File: config.mk
export PLATFORM = sky130hd
export DESIGN_NAME = nf10_sram_oq_scheduler
export DESIGN_NICKNAME = d
export VERILOG_FILES = /design/src/rtl/nf10_sram_oq_scheduler.sv
export SDC_FILE = /design/constraint.sdc
export NUM_CORES = 1
export LEC_CHECK = 0
export ABC_AREA = 1
export CAP_MARGIN = 20
export CORE_ASPECT_RATIO = 2
export CORE_MARGIN = 5
export CORE_UTILIZATION = 42
export CTS_CLUSTER_DIAMETER = 50
export CTS_CLUSTER_SIZE = 8
export DETAILED_ROUTE_END_ITERATION = 7
export GPL_TIMING_DRIVEN = 0
export PLACE_DENSITY = 0.65
export SYNTH_ARGS = -nofsm -noshare
export SYNTH_HDL_FRONTEND = slang
export SYNTH_SLANG_ARGS = --single-unit
File: constraint.sdc
create_clock -name aclk -period 2.9 [get_ports aclk]
set_clock_uncertainty 0.2 [all_clocks]
set_input_delay 0.58 -clock aclk [delete_from_list [all_inputs] [get_ports aclk]]
set_output_delay 0.58 -clock aclk [all_outputs]
set_load 0.01 [all_outputs]
File: src/rtl/nf10_sram_oq_scheduler.sv
// Output-queue read scheduler: round-robin grant of one stored packet at a time
// to the SRAM read engine, with per-queue saturating packet counters.
//
// state | meaning
// IDLE  | arbitrate among eligible queues (count != 0 and downstream space)
// REQ   | rd_req asserted for the committed grant, waiting for rd_ack
// XFER  | packet being read out, waiting for rd_done (tlast)
module nf10_sram_oq_scheduler #(
  parameter int NUM_QUEUES     = 5,
  parameter int QUEUE_ID_WIDTH = 3,
  parameter int PKT_CNT_WIDTH  = 12
) (
  input  logic                                aclk,
  input  logic                                areset,
  input  logic                                enq_valid,
  input  logic [QUEUE_ID_WIDTH-1:0]           enq_queue,
  input  logic [NUM_QUEUES-1:0]               deq_allow,
  output logic                                rd_req,
  output logic [QUEUE_ID_WIDTH-1:0]           rd_queue,
  input  logic                                rd_ack,
  input  logic                                rd_done,
  output logic [NUM_QUEUES*PKT_CNT_WIDTH-1:0] pkt_count,
  output logic                                busy,
  output logic                                err_overflow
);

  localparam int CW = QUEUE_ID_WIDTH + 1;
  localparam logic [CW-1:0] NQ = CW'(NUM_QUEUES);
  localparam logic [QUEUE_ID_WIDTH-1:0] LAST_Q = QUEUE_ID_WIDTH'(NUM_QUEUES - 1);
  localparam logic [PKT_CNT_WIDTH-1:0] CNT_MAX = '1;

  typedef enum logic [1:0] {ST_IDLE, ST_REQ, ST_XFER} state_e;

  state_e                    state_q, state_d;
  logic [QUEUE_ID_WIDTH-1:0] grant_q, grant_d;
  logic [QUEUE_ID_WIDTH-1:0] last_grant_q, last_grant_d;
  logic [PKT_CNT_WIDTH-1:0]  cnt_q [NUM_QUEUES];
  logic [PKT_CNT_WIDTH-1:0]  cnt_d [NUM_QUEUES];
  logic                      err_q, err_d;
  logic [NUM_QUEUES-1:0]     elig, inc_v, dec_v;
  logic                      found;
  logic [QUEUE_ID_WIDTH-1:0] pick;
  logic [CW-1:0]             cand;
  logic                      enq_ok, ack_fire;

  assign enq_ok   = enq_valid && ({1'b0, enq_queue} < NQ);
  assign ack_fire = (state_q == ST_REQ) && rd_ack;

  always_comb begin
    elig  = '0;
    inc_v = '0;
    dec_v = '0;
    for (int i = 0; i < NUM_QUEUES; i++) begin
      elig[i]  = (cnt_q[i] != '0) && deq_allow[i];
      inc_v[i] = enq_ok && (enq_queue == QUEUE_ID_WIDTH'(i));
      dec_v[i] = ack_fire && (grant_q == QUEUE_ID_WIDTH'(i));
    end
  end

  // Round-robin search starting one past the last completed grant.
  always_comb begin
    found = 1'b0;
    pick  = '0;
    cand  = '0;
    for (int k = 1; k <= NUM_QUEUES; k++) begin
      cand = {1'b0, last_grant_q} + CW'(k);
      if (cand >= NQ) cand = cand - NQ;
      if (!found && elig[cand[QUEUE_ID_WIDTH-1:0]]) begin
        found = 1'b1;
        pick  = cand[QUEUE_ID_WIDTH-1:0];
      end
    end
  end

  always_ff @(posedge aclk or posedge areset) begin
    if (areset) begin
      state_q      <= ST_IDLE;
      grant_q      <= '0;
      last_grant_q <= LAST_Q;
    end else begin
      state_q      <= state_d;
      grant_q      <= grant_d;
      last_grant_q <= last_grant_d;
    end
  end

  always_comb begin
    state_d      = state_q;
    grant_d      = grant_q;
    last_grant_d = last_grant_q;
    unique case (state_q)
      ST_IDLE: if (found) begin
        state_d = ST_REQ;
        grant_d = pick;
      end
      ST_REQ:  if (rd_ack) state_d = ST_XFER;
      ST_XFER: if (rd_done) begin
        state_d      = ST_IDLE;
        last_grant_d = grant_q;
      end
      default: state_d = ST_IDLE;
    endcase
  end

  always_comb begin
    rd_req   = (state_q == ST_REQ);
    busy     = (state_q != ST_IDLE);
    rd_queue = grant_q;
  end

  // Simultaneous enqueue and dequeue on one queue cancel out.
  always_comb begin
    err_d = err_q;
    if (enq_valid && !enq_ok) err_d = 1'b1;
    for (int i = 0; i < NUM_QUEUES; i++) begin
      cnt_d[i] = cnt_q[i];
      if (inc_v[i] && !dec_v[i]) begin
        if (cnt_q[i] == CNT_MAX) err_d = 1'b1;
        else cnt_d[i] = cnt_q[i] + PKT_CNT_WIDTH'(1);
      end else if (dec_v[i] && !inc_v[i]) begin
        cnt_d[i] = cnt_q[i] - PKT_CNT_WIDTH'(1);
      end
    end
  end

  always_ff @(posedge aclk or posedge areset) begin
    if (areset) begin
      err_q <= 1'b0;
      for (int i = 0; i < NUM_QUEUES; i++) cnt_q[i] <= '0;
    end else begin
      err_q <= err_d;
      for (int i = 0; i < NUM_QUEUES; i++) cnt_q[i] <= cnt_d[i];
    end
  end

  always_comb begin
    pkt_count = '0;
    for (int i = 0; i < NUM_QUEUES; i++)
      pkt_count[i*PKT_CNT_WIDTH +: PKT_CNT_WIDTH] = cnt_q[i];
  end

  assign err_overflow = err_q;

endmodule

; ---- Yosys cells after proc, flatten, opt, wreduce, memory -nomap -nowiden
; Index checks and enable logic that the tools add are counted.
[word_totals]
regBits = 69
in_bits = 13
out_inout_bits = 66
word_cells = 187
[op_classes]
addsub = 20
magnitude_cmp = 11
n_eq_ne = 23
muxes = 55
reduce_logical = 69
[ops]
columns = op, n
row1 = two-way mux 12 bit, 15
row2 = "adder 12 x 1 -> 12 bit, second input constant", 5
row3 = "equality test 12 bit, second input constant", 5
row4 = nonzero test 12 bit, 5
row5 = "subtractor 12 x 1 -> 12 bit, second input constant", 5
row6 = logical AND 1 bit, 32
row7 = two-way mux 3 bit, 10
row8 = two-way mux 1 bit, 21
row9 = "greater-or-equal comparator 4 x 3 -> 1 bit, second input constant", 5
row10 = "less-than comparator 3 x 4 -> 1 bit, second input constant", 5
row11 = binary-select mux 1 bit (select 3 bit), 5
row12 = zero test 1 bit, 15
row13 = "subtractor 3 bit, second input constant", 5
row14 = "!= test 2 bit, second input constant", 7
row15 = AND reduction 2 bit, 7
row16 = "equality test 3 x 2 -> 1 bit, second input constant", 4
row17 = nonzero test 2 bit, 6
row18 = "adder 3 x 2 -> 4 bit, second input constant", 2
row19 = "adder 3 x 3 -> 4 bit, second input constant", 2
row20 = "equality test 3 x 1 -> 1 bit, second input constant", 2
row21 = "equality test 3 bit, second input constant", 2
row22 = zero test 3 bit, 2
row23 = two-way mux 2 bit, 3
row24 = case mux 2 bit (3 select lines), 1
row25 = 7 further kinds, 7

; ---- Depth between registers and ports, before layout
; Gate-level depths: netlist of run 1.
[depth]
ltp_word = 20
depth_mapped = 22
mapped_depth_nobuf = 21

; ---- Worst setup path after synthesis of run 1
; OpenSTA, ideal clock, no wires.
[synth_timing]
path_kind = input to register
from = in enq_valid
to = reg cnt_q (netlist bit pkt_count[46])
setup_time_ns = 0.126
arrival_time_ns = 2.776
t_required_ns = 2.574
setup_slack_ns = -0.202
path_stages = 17
n_path_buf = 0
cell_sequence = inv_1 nor4_2 inv_1 nor2_2 inv_1 fa_1 nand3_1 nand3_1 nand2_1 nand2_1 a21oi_1 o21ai_0 and2_1 o21ai_0 nand3b_1 nand3_1 o21ai_0
[synth_via]
elab_chain_cells = 6
elab_cells_between_ends = 9
cone_classes = 1 x eq/ne / 1 x mux / 7 x reduce/logical
[synth_rtl]
columns = element, line
row1 = from (decl), 15  ; input logic enq_valid,
row2 = logical AND 1 bit *, 46  ; assign enq_ok = enq_valid && ({1'b0, enq_queue} < NQ);
row3 = logical AND 1 bit *, 55  ; inc_v[i] = enq_ok && (enq_queue == QUEUE_ID_WIDTH'(i));
row4 = zero test 1 bit, 120  ; end else if (dec_v[i] && !inc_v[i]) begin
row5 = logical AND 1 bit, 120
row6 = nonzero test 2 bit (no line), -
row7 = AND reduction 2 bit (no line), -
row8 = to (decl), 37  ; logic [PKT_CNT_WIDTH-1:0] cnt_q [NUM_QUEUES];
; Mark *: on every way between the ends. The rest lies on a longest branch, timed or not.
; A chain may end at the register's enable or synchronous reset.

; ---- Final worst setup path of run 1
[layout_timing]
from = reg state_q[0]
to = reg cnt_q (netlist bit pkt_count[11])
[layout_via]
elab_chain_cells = 7
elab_cells_between_ends = 10
cone_classes = 2 x eq/ne / 1 x mux / 7 x reduce/logical
[layout_rtl]
columns = element, line
row1 = from (decl), 34  ; state_e state_q, state_d;
row2 = from (signal assigned), 81  ; state_q <= state_d;
row3 = equality test 2 x 1 -> 1 bit *, 47  ; assign ack_fire = (state_q == ST_REQ) && rd_ack;
row4 = logical AND 1 bit *, 47
row5 = logical AND 1 bit *, 56  ; dec_v[i] = ack_fire && (grant_q == QUEUE_ID_WIDTH'(i));
row6 = zero test 1 bit, 117  ; if (inc_v[i] && !dec_v[i]) begin
row7 = logical AND 1 bit, 117
row8 = != test 2 bit (no line) / nonzero test 2 bit (equally long branches), -
row9 = AND reduction 2 bit (no line), -
; Marked as above.

==> results.toml, run 1 <==
[run_status]
status = "finished, violations left"
violations = "setup timing"

[layout]
multi_input_area_mm2 = 0.00501
antenna_cells = 0
drive_gt1_frac = 0.255
final_common_cell = "nand2_1"
fill_cells = 1414
final-seq-area_mm2 = 0.00173
layout_common_cells = "nand2_1, inv_1, nor2_1"
syn_to_final_growth_pct = 39.9
finish.net_count = 1146
final_area_mm2 = 0.00907

[flow_run]
cap_violations = 0

[clock_network]
htree_levels = 3
clk_path_buf_depth = 2
cts_buffers = 9
worstSkewPairLatency_ps = 350
cts_sinks = 69
path_clk_slew_ps = 60
clk_root_buffer_cell = "clkbuf_16"
cts_tree = "yes"

[timing]
maxSlewHeadroom = 0.642
fmax_mhz = 344
setup_slack_ps = -3.40
final_max_slew_viol_count = 0
finalCritPeriodShare = 1.00
rsz0062_at_grt = "yes"
hold_viol = 0
setup_viol = 1
tightest_slew_ps = 532
min_period_ps = 2900

[routing]
drt-initial-drc-count = 207
drtPass1Iterations = 5
vias = 6876
wl_per_cell_um = 16.4
drc = 0
totalWireLength_mm = 20.8
ant_nets = 0
viasPerCell = 5.41

[synth]
synth_mux_area_frac = 0.0104
synth-seq-area-share = 0.266
synth_seq_cells = 69
synth_edf_count = 0
syn-instance-count = 928
synth_top_family_by_area = "simple AND/OR/NAND/NOR gates"
synth.net_count = 1007
yosys_most_used_dff = "dfrtp_1"
ys_types = 51
synthXorXnorAreaFrac = 0.0469
yosys.area_share.simple = 0.311
synth.avg_cell_area_um2 = 6.99
synth_fa_ha_area_frac = 0.134
synth_area_mm2 = 0.00648
async_reset_ff_frac = 1.00
yosys_warnings = 0
synth_compound_area_frac = 0.144

[global_route]
track_usage = 0.223
grt_max_degree = 64
antenna_found_initial = 0
grt_pass1_wl_mm = 32.3
grt_overflow = 0
grt_pass1_vias = 6865

[critical_path]
crit_path_max_fanout = 5
start_kind = "register"
timing.critical_path.arrival_ps = 2930
worst-setup-path-type = "reg2reg"
cp.required_ps = 2930
r2r_slack_ps = -3
worstSetupEndpointType = "register"

[place]
dp.final_hpwl_mm = 15.0
gp_congestion = 0.895
placed_area_mm2 = 0.00755
pre_cts_ws_ps = -1050
io_buffers = 78

[floorplan]
core_mm2 = 0.0152
fp.dieW_um = 97.9
start_util = 0.426
std_cell_rows = 64
pin_count = 79
die_h_um = 186
die_area_mm2 = 0.0182

[pwr]
ir_drop_mv = 0.608
p_comb_frac = 0.728
p_int_uw = 6230
switching_share = 0.506
p_switching_uw = 6390
seq_power_share = 0.182
power_leakage_uw = 0.00410
clockPowerShare = 0.090
power_density_mw_per_mm2 = 1390

[min_path]
min_path_type = "in2async"
## area by class of cell
| type | instances | share of cell area |
|---|---|---|
| tap | 198 | 0.0273 |
| clock inverter | 5 | 0.00552 |
| buffer | 11 | 0.00772 |
| clock buffer | 11 | 0.0268 |
| multi-input combinational | 718 | 0.553 |
| timing repair buffer | 127 | 0.129 |
| timing repair inverter | 2 | 0.00152 |
| inverter | 129 | 0.0581 |
| sequential | 69 | 0.191 |
## synthesized netlist by cell type, types with 8 or more instances
master	count	area [um^2]
xnor2_1	15	131
nand4_1	16	100
ha_1	60	751
inv_1	123	462
nand3_1	63	315
a21oi_1	56	280
xor2_1	16	140
dfrtp_1	68	1700
nor2_1	92	345
nor3_1	15	75.1
nand2_1	225	845
or2_2	10	62.6
nor4_1	8	50.1
o21ai_0	48	240
## power groups by stage
stage	combinational (uW)	clock, uW	sequential (uW)
finish	9190	1140	2290
global route	10200	1210	2380
CTS	8130	1160	2260
detailed placement	7520	0	2190
global placement	7400	0	2190
floorplan	5170	0	2160
## registers in the layout, indices dropped and copies added (netlist names)
| register | flops |
|---|---|
| last_grant_q | 3 |
| err_overflow | 1 |
| state_q | 2 |
| pkt_count | 60 |
| rd_queue | 3 |
## worst paths after layout
kind,startpoint,end,cells past startpoint
worst min-delay path,areset,pkt_count[5]$_DFFE_PP0P_,2
min in group aclk,pkt_count[59]$_DFFE_PP0P_,pkt_count[59]$_DFFE_PP0P_,1
max in group asynchronous,areset,last_grant_q[2]$_DFFE_PP1P_,3
worst min register to register,pkt_count[59]$_DFFE_PP0P_,pkt_count[59]$_DFFE_PP0P_,1
worst max register to register,state_q[0]$_DFFE_PP0P_,pkt_count[11]$_DFFE_PP0P_,16
worst max-delay path,state_q[0]$_DFFE_PP0P_,pkt_count[11]$_DFFE_PP0P_,16
## per-layer routing
layer | global-route usage | vias to the layer above | share of wire
li1 | - | 3367 | -
met1 | 0.209 | 3275 | 0.35
met2 | 0.451 | 164 | 0.57
met3 | 0.0248 | 70 | 0.026
met4 | 0.133 | 0 | 0.054
met5 | 0 | - | 0
## timing repair
action	4_1_cts	5_1_grt
hold buffers	0	0
gates cloned	1	1
pin swaps	22	34
setup endpoints to repair	45	28
resized for setup	109	105
buffers inserted	26	22
## per-stage QoR
| step | power (uW) | setup TNS [ps] | instances | hold WS [ps] | util |
|---|---|---|---|---|---|
| finish | 12600 | -3.40 | 1270 | 278 | 0.596 |
| global route | 13800 | -1190 | 1270 | 282 | 0.596 |
| CTS | 11500 | 0 | 1247 | 279 | 0.556 |
| detailed placement | 9710 | -31890 | 1205 | 323 | 0.496 |
| global placement | 9590 | -108220 | 1204 | 329 | 0.494 |
| floorplan | 7330 | -31.3 | 928 | 310 | - |
## logic make-up (layout without fill, tap and decap cells)
family / after synthesis / count (layout)
simple gates: 457 / 457
compound gates: 156 / 156
buf+inv: 141 / 285
flops: 69 / 69
fa+ha+maj: 66 / 66
xor+xnor: 33 / 33
mux: 6 / 6
## worst max-delay path: stages, from the launching register on
cell and delay [ps]:
dfrtp_1 380, inv_2 80, nor2_4 50, nand2_4 100
nor2_4 50, inv_4 110, nor2_4 60, nor2_4 180
clkinvlp_4 230, buf_6 180, ha_4 280, nand2_1 60
nor3_2 140, nand3_1 100, nand4_1 130, mux2_4 320
xnor2_1 120
Note: power is estimated with default switching activity, not from simulation.
==> run 2: changes to the inputs <==
--- a/config.mk
+++ b/config.mk
@@ -9,12 +9,12 @@
 export CAP_MARGIN = 20
 export CORE_ASPECT_RATIO = 2
 export CORE_MARGIN = 5
-export CORE_UTILIZATION = 42
+export CORE_UTILIZATION = 52
 export CTS_CLUSTER_DIAMETER = 50
 export CTS_CLUSTER_SIZE = 8
 export DETAILED_ROUTE_END_ITERATION = 7
 export GPL_TIMING_DRIVEN = 0
-export PLACE_DENSITY = 0.65
+export PLACE_DENSITY = 0.78
 export SYNTH_ARGS = -nofsm -noshare
 export SYNTH_HDL_FRONTEND = slang
 export SYNTH_SLANG_ARGS = --single-unit
==> run 2 against run 1 <==
Net effect: the run still ends with setup timing left; largest power group unchanged; first-iteration DRC count grew 59%; sequential power barely moved; power rose by 0.36%; die area fell by 18%; largest cell class unchanged; worst hold slack better by 31 ps; design area down 0.77%; combinational power grew 0.9%; register-to-register slack got worse by 140 ps; non-clock buffer count is 5 higher; utilization up 14 points.
==> results.toml, run 2 (same netlist as run 1, synthesis figures left out) <==
[run_status]
status = "finished, violations left"
violations = "setup timing"

[clock_network]
postCtsHoldBufs = 0
cts_sinks = 69
cts_tree = "yes"
clk_root_buffer_cell = "clkbuf_16"
htree_levels = 3
clk_path_buf_depth = 2
worstSkewPairLatency_ps = 340
cts_buffers = 9
path_clk_slew_ps = 60

[timing]
finalCritPeriodShare = 1.05
min_period_ps = 3040
final_max_slew_viol_count = 0
setup_viol = 9
tightest_slew_ps = 508
setup_tns_ps = -296
rsz0062_at_grt = "yes"
fmax_mhz = 329
maxSlewHeadroom = 0.658
hold_viol = 0
setup_slack_ps = -143

[routing]
vias = 6946
wl_per_cell_um = 17.0
drtPass1Iterations = 5
drt-initial-drc-count = 329
drc = 0
viasPerCell = 5.67
totalWireLength_mm = 20.8
ant_nets = 0

[place]
dp.final_hpwl_mm = 14.4
gp_congestion = 0.935
dp.cells = 1154
io_buffers = 78

[layout]
final_common_cell = "nand2_1"
fin_cells = 1224
syn_to_final_growth_pct = 38.8
drive_gt1_frac = 0.247
final_util = 0.738
finish.net_count = 1151
antenna_cells = 0
layout_common_cells = "nand2_1, inv_1, nor2_1"
largest_reg_flops = 60

[pwr]
seq_power_share = 0.179
p_switching_uw = 6420
switching_share = 0.507
power_density_mw_per_mm2 = 1410
ir_drop_mv = 0.956
clockPowerShare = 0.090
power_leakage_uw = 0.00410
p_int_uw = 6250
p_comb_frac = 0.731

[global_route]
antenna_found_initial = 0
grt_pass1_vias = 6890
grt_overflow = 0
grt_max_degree = 59
track_usage = 0.269
grt_pass1_wl_mm = 31.8

[floorplan]
fp.dieW_um = 89.0
pin_count = 79
core_mm2 = 0.0122
start_util = 0.532
std_cell_rows = 57
die_h_um = 168
die_area_mm2 = 0.0149

[critical_path]
r2r_slack_ps = -140
start_kind = "register"
cp-startpoint = "state_q[0]$_DFFE_PP0P_"
cp.required_ps = 2960
regToRegEndpoint = "pkt_count[35]$_DFFE_PP0P_"
timing.critical_path.arrival_ps = 3100
worstSetupEndpointType = "register"
r2r_cells = 20
worst-setup-path-type = "reg2reg"
crit_path_max_fanout = 4
r2r_start = "state_q[0]$_DFFE_PP0P_"

[min_path]
min_path_type = "in2async"

[flow_run]
cap_violations = 0
-- run 2: cell type report --
type | instances | area (um^2)
buffer | 12 | 81.3
multi-input combinational | 718 | 4970
clock inverter | 7 | 73.8
sequential | 69 | 1730
timing repair buffer | 131 | 1200
fill | 899 | 3190
inverter | 129 | 519
timing repair inverter | 2 | 15.0
tap | 147 | 184
clock buffer | 9 | 225
-- run 2: power groups by stage --
| stage | clock [uW] | sequential, uW | combinational [uW] |
|---|---|---|---|
| 2_1_floorplan | 0 | 2160 | 5170 |
| 3_3_place_gp | 0 | 2180 | 7310 |
| 3_5_place_dp | 0 | 2180 | 7460 |
| 4_1_cts | 1140 | 2250 | 8120 |
| 5_1_grt | 1190 | 2330 | 10200 |
| 6_report | 1140 | 2270 | 9270 |
-- run 2: worst max-delay path, cell delays in order, from the launching register on --
cell and delay [ps]:
dfrtp_1 400, inv_2 80, nor2_4 40, nand2_4 100, nor2_4 50, inv_4 100, nor3_4 50, nor2_4 190
clkinvlp_4 190, buf_6 150, ha_4 160, a21oi_2 120, nor2_1 60, a211oi_1 240, nand3_1 160, nand2_1 120
nand2_1 80, a21oi_2 130, xor2_1 180, nand2_1 80, o21ai_1 70
-- run 2: repair_timing --
action,in CTS,in global routing
pin swaps,23,34
cloned,2,0
setup buffers,25,27
hold endpoints to repair,0,0
setup endpoints to repair,44,30
gates resized for setup,106,91
-- run 2: worst max path at each step --
stage | endpoint | slack (ps) | cells after the start
finish | pkt_count[35]$_DFFE_PP0P_ | -140 | 20
global route | pkt_count[35]$_DFFE_PP0P_ | -290 | 20
CTS | pkt_count[46]$_DFFE_PP0P_ | -30 | 18
detailed placement | pkt_count[46]$_DFFE_PP0P_ | -1040 | 18
global placement | pkt_count[27]$_DFFE_PP0P_ | -980 | 2
floorplan | pkt_count[46]$_DFFE_PP0P_ | -30 | 17
-- run 2: stage by stage --
stage	total power (uW)	hold WS (ps)	setup slack (ps)	area, um^2
global route	13700	323	-294	9000
CTS	11500	311	-25.4	8460
global placement	9490	321	-985	7450
finish	12700	308	-143	9000
floorplan	7330	310	-31.3	6490
detailed placement	9640	323	-1040	7480
-- run 2: layer usage --
metal | wire (um) | global-route usage | vias up
li1 | - | - | 3383
met1 | 7270 | 0.272 | 3267
met2 | 11700 | 0.508 | 212
met3 | 712 | 0.0318 | 84
met4 | 1140 | 0.144 | 0
met5 | 0 | 0 | -
==> run 3: changes to the inputs <==
--- a/config.mk
+++ b/config.mk
@@ -6,7 +6,7 @@
 export NUM_CORES = 1
 export LEC_CHECK = 0
 export ABC_AREA = 1
-export CAP_MARGIN = 20
+export CAP_MARGIN = 15
 export CORE_ASPECT_RATIO = 2
 export CORE_MARGIN = 5
 export CORE_UTILIZATION = 52
@@ -15,6 +15,8 @@
 export DETAILED_ROUTE_END_ITERATION = 7
 export GPL_TIMING_DRIVEN = 0
 export PLACE_DENSITY = 0.78
+export RECOVER_POWER = 25
+export SLEW_MARGIN = 15
 export SYNTH_ARGS = -nofsm -noshare
 export SYNTH_HDL_FRONTEND = slang
 export SYNTH_SLANG_ARGS = --single-unit
==> run 3 against run 2 <==
Net effect: the run still ends with setup timing left; final cell count unchanged; power about the same; register-to-register slack about the same; sequential share of layout area about the same; sequential power about the same; routed wire length down 0.12%; non-clock buffer count unchanged; combinational power about the same; utilization down 0.17 points; global-route usage unchanged; highest routed layer unchanged.
==> results.toml, run 3 (same netlist as run 1, synthesis figures left out) <==
[run_status]
status = "finished, violations left"
violations = "setup timing"

[pwr]
p_switching_uw = 6420
ir_drop_mv = 0.956
power_density_mw_per_mm2 = 1410
p_comb_frac = 0.731
p_int_uw = 6240
power_leakage_uw = 0.00408
switching_share = 0.507
clockPowerShare = 0.090
seq_power_share = 0.179

[place]
dp.cells = 1154
gp_congestion = 0.935
io_buffers = 78
dp.final_hpwl_mm = 14.4
placed_area_mm2 = 0.00748

[critical_path]
crit_path_max_fanout = 4
cp.required_ps = 2960
r2r_start = "state_q[0]$_DFFE_PP0P_"
regToRegEndpoint = "pkt_count[35]$_DFFE_PP0P_"
worstSetupEndpointType = "register"
timing.critical_path.arrival_ps = 3100
worst-setup-path-type = "reg2reg"
r2r_cells = 20
r2r_slack_ps = -140
start_kind = "register"

[routing]
wl_per_cell_um = 17.0
viasPerCell = 5.68
vias = 6951
drtPass1Iterations = 5
drt-initial-drc-count = 330
ant_nets = 0
drc = 0
totalWireLength_mm = 20.8

[floorplan]
die_h_um = 168
std_cell_rows = 57
die_area_mm2 = 0.0149
pin_count = 79
fp.dieW_um = 89.0
core_mm2 = 0.0122
start_util = 0.532

[clock_network]
worstSkewPairLatency_ps = 340
cts_buffers = 9
cts_sinks = 69
cts_tree = "yes"
clk_path_buf_depth = 2
path_clk_slew_ps = 60
clk_root_buffer_cell = "clkbuf_16"
htree_levels = 3

[layout]
layout_common_cells = "nand2_1, inv_1, nor2_1"
fin_cells = 1224
largest_reg_flops = 60
fill_cells = 902
final_area_mm2 = 0.00898
final_common_cell = "nand2_1"
final_util = 0.736
drive_gt1_frac = 0.247
finish.net_count = 1151
syn_to_final_growth_pct = 38.5
antenna_cells = 0

[timing]
fmax_mhz = 329
tightest_slew_ps = 871
hold_viol = 0
setup_viol = 7
min_period_ps = 3040
final_max_slew_viol_count = 0
maxSlewHeadroom = 0.419
setup_slack_ps = -141
rsz0062_at_grt = "yes"
finalCritPeriodShare = 1.05

[global_route]
grt_pass1_vias = 6890
grt_overflow = 0
grt_pass1_wl_mm = 31.8
antenna_found_initial = 0
grt_max_degree = 59
track_usage = 0.269

[min_path]
min_delay_path_depth = 1
min_path_type = "reg2reg"
hp-start = "pkt_count[59]$_DFFE_PP0P_"
holdPathEnd = "pkt_count[59]$_DFFE_PP0P_"

[flow_run]
cap_violations = 0
## run 3: critical path: stages (launching register included)
cell,delay (ps)
dfrtp_1,400
inv_2,80
nor2_4,40
nand2_4,100
nor2_4,50
inv_4,100
nor3_4,50
nor2_4,190
clkinvlp_4,190
buf_6,150
ha_4,160
a21oi_2,120
nor2_1,60
a211oi_1,240
nand3_1,160
nand2_1,120
nand2_1,80
a21oi_2,130
xor2_1,180
nand2_1,80
o21ai_1,70
## run 3: through the flow
stage / setup TNS [ps] / worst slack (ps) / total power [uW] / hold slack, ps
floorplan: -31.3 / -31.3 / 7330 / 310
global placement: -95570 / -985 / 9490 / 321
detailed placement: -30350 / -1040 / 9640 / 323
CTS: -49.1 / -25.4 / 11500 / 311
global route: -2740 / -294 / 13700 / 360
finish: -288 / -141 / 12700 / 335
## run 3: layout make-up
type	instances	area [um^2]	share of cell area
clock buffer	9	225	0.0251
clock inverter	7	73.8	0.00822
multi-input combinational	718	4970	0.553
tap	147	184	0.0205
sequential	69	1730	0.193
timing repair buffer	131	1180	0.132
buffer	12	81.3	0.00906
inverter	129	518	0.0577
timing repair inverter	2	15.0	0.00167
## run 3: per-layer routing
layer | vias up | GRT usage | share of wire
li1 | 3383 | - | -
met1 | 3272 | 0.272 | 0.35
met2 | 211 | 0.508 | 0.56
met3 | 85 | 0.0318 | 0.034
met4 | 0 | 0.144 | 0.056
met5 | - | 0 | 0
## run 3: timing repair
action	4_1_cts	5_1_grt
buffers inserted	25	27
cloned	2	0
setup endpoints to repair	44	30
hold buffers	0	0
gates resized for setup	106	91
pin swaps	23	34
## run 3: power groups by stage
stage	sequential, uW	combinational [uW]	clock, uW
3_3_place_gp	2180	7310	0
4_1_cts	2250	8120	1140
6_report	2260	9260	1140
3_5_place_dp	2180	7460	0
5_1_grt	2330	10200	1190
2_1_floorplan	2160	5170	0
## run 3: how the worst max path moves through the flow
stage / from / slack, ps / cells after the start / end
2_1_floorplan: enq_valid / -30 / 17 / pkt_count[46]$_DFFE_PP0P_
3_3_place_gp: areset / -980 / 2 / pkt_count[27]$_DFFE_PP0P_
3_5_place_dp: enq_queue[1] / -1040 / 18 / pkt_count[46]$_DFFE_PP0P_
4_1_cts: enq_valid / -30 / 18 / pkt_count[46]$_DFFE_PP0P_
5_1_grt: state_q[0]$_DFFE_PP0P_ / -290 / 20 / pkt_count[35]$_DFFE_PP0P_
6_report: state_q[0]$_DFFE_PP0P_ / -140 / 20 / pkt_count[35]$_DFFE_PP0P_
==> RTL edit: new RTL, settings of run 1 <==
Change the parameter `NUM_QUEUES` from 5 to 6.
--- a/src/rtl/nf10_sram_oq_scheduler.sv
+++ b/src/rtl/nf10_sram_oq_scheduler.sv
@@ -6,7 +6,7 @@
 // REQ   | rd_req asserted for the committed grant, waiting for rd_ack
 // XFER  | packet being read out, waiting for rd_done (tlast)
 module nf10_sram_oq_scheduler #(
-  parameter int NUM_QUEUES     = 5,
+  parameter int NUM_QUEUES     = 6,
   parameter int QUEUE_ID_WIDTH = 3,
   parameter int PKT_CNT_WIDTH  = 12
 ) (
Interface: changed (resized deq_allow and pkt_count); port bits go from 79 to 92. No check against the original RTL was run, so the function may have changed too.
==> RTL edit against run 1 <==
Synthesized area rose by 14%. Via count rose by 17%. Power rose by 12%. Highest routed layer unchanged. Wire length rose by 17%. Sequential share of layout area fell by 0.39 points. Final cell count rose by 19%. Sequential cell count rose by 12. Worst setup slack got worse by 0.14 ns. Synthesized cell count rose by 17%. Largest cell class unchanged. Combinational power rose by 13%. Fmax fell by 4.7%. Final area rose by 20%. Die area rose by 13%. The run still ends with setup timing left. Count of clock-buffer cells in the layout rose by 1.
==> RTL edit: results (changes against run 1) <==
----------------------------------------------------
[Detailed routing]
  Via count ... 8060 (+17%)
  Initial detailed-routing violation count ... 221 (+6.8%)
  WL per Instance ... 16.2 um (-0.95%)
  Detailed-route wire length on metal 1 ... 8700 um (+20%)
  Wire length on met2 ... 13900 um (+17%)
  Routed length on met3 ... 795 um (+46%)

[GRT]
  Number of global-route vias before repair ... 8012 (+17%)
  Met2 usage in global routing ... 44.7% (-0.44 points)
  Maximum number of pins on one net before global-route repair ... 43 (-33%)
  Wire length of the first global-routing pass ... 37600 um (+16%)
  Global Route met1 Usage ... 22.0% (+1.1 points)
  Met3 demand-to-capacity share in global routing ... 3.07% (+0.59 points)
  All-layer global routing usage ... 22.3% (-0.034 points)

[Synth]
  Share of the synthesized area in compound gates (AO/OA/AOI/OAI) ... 13.8% (-0.52 points)
  Post-synthesis area per instance ... 6.80 um^2 (-2.7%)
  Dominant cells by area after synthesis ... dfrtp_1, nand2_1, ha_1
  Distinct cell type count after synthesis ... 43 (-16%)
  Portion of netlist area occupied by mux cells ... 0.946% (-0.096 points)
  Sequential share of the synthesized area ... 27.4% (+0.75 points)
  Syn_nets ... 1180 (+17%)
  Area share of xor/xnor cells in the synthesized design ... 4.14% (-0.55 points)
  Leading post-synthesis cells by instance count ... nand2_1, inv_1, nor2_1

[Pwr]
  Leakage ... 4.95 nW (+21%)
  Sw frac ... 49.1% (-1.5 points)
  Clock share of power ... 8.0% (-1.0 points)
  Comb pwr ... 10.4 mW (+13%)
  Max IR drop VDD ... 645 uV (+6.0%)
  Total internal power ... 7.22 mW (+16%)

[Placement]
  Final GP Congestion ... 0.900 (+0.48%)
  Inst Count DP ... 1391 (+15%)
  Detailed placement HPWL ... 17000 um (+13%)
  Placed Area ... 0.00870 mm^2 (+15%)
  Worst setup timing slack at the placement stage ... -1.01 ns (+0.0437 ns)
  Number of input and output port buffers inserted ... 91 (+17%)

[Timing]
  Max-slew headroom at the worst pin ... 61.3% (-2.9 points)
  Final setup violation count ... 11 (+10)
  Post-route setup slack ... -0.146 ns (-0.142 ns)
  Hold WS ... 0.285 ns (+0.00721 ns)

[Layout]
  Final standard cell count with taps included and fillers excluded ... 1506 (+19%)
  Ratio of cells with drive above 1 in the final layout ... 27.8% (+2.3 points)

[Setup path]
  Arrival time of data at the critical path endpoint ... 3.06 ns (+0.13 ns)
  Largest fanout of any net on the critical path ... 7 (+2)
  Delay contributed by the slowest stage of the critical path ... 0.36 ns (-0.02 ns)
  Termination of the worst setup path ... pkt_count[32]
  Count of cells along the worst register-to-register path ... 22 (+6)

[Run status]
  Result of the run ... finished, violations left
  Failing checks ... setup timing

[Min path]
  Hold WC Path Type ... reg2reg

----------------------------------------------------
-- RTL edit: cell count changes in the layout (fill, tap and decap cells not counted), moves of 15 or more --
cell     delta
xor2_1     +15
buf_4      +41
inv_1      +24
nand3_1    +29
nand2_1    +22
-- RTL edit: repair_timing --
| item | in CTS | in global routing |
|---|---|---|
| pin swaps | 42 | 64 |
| setup endpoints to repair | 47 | 33 |
| gates resized for setup | 119 | 165 |
| setup buffers | 55 | 44 |
| gates cloned | 3 | 0 |
-- RTL edit: cell type report --
type / instances / area (um^2)
repair inverters: 2 / 18.8
multi-input cells: 831 / 5840
well taps: 210 / 263
clock buffers: 12 / 256
fillers: 1562 / 6490
plain buffers: 11 / 50.0
repair buffers: 188 / 1700
flip-flops and latches: 81 / 2030
inverters: 167 / 676
clock inverters: 4 / 26.3
-- RTL edit: kinds of logic after synthesis --
kind of cell	Yosys count
compound gates	182
buf+inv	178
fa+ha+maj	77
flops	81
xor+xnor	35
simple gates	530
mux	6
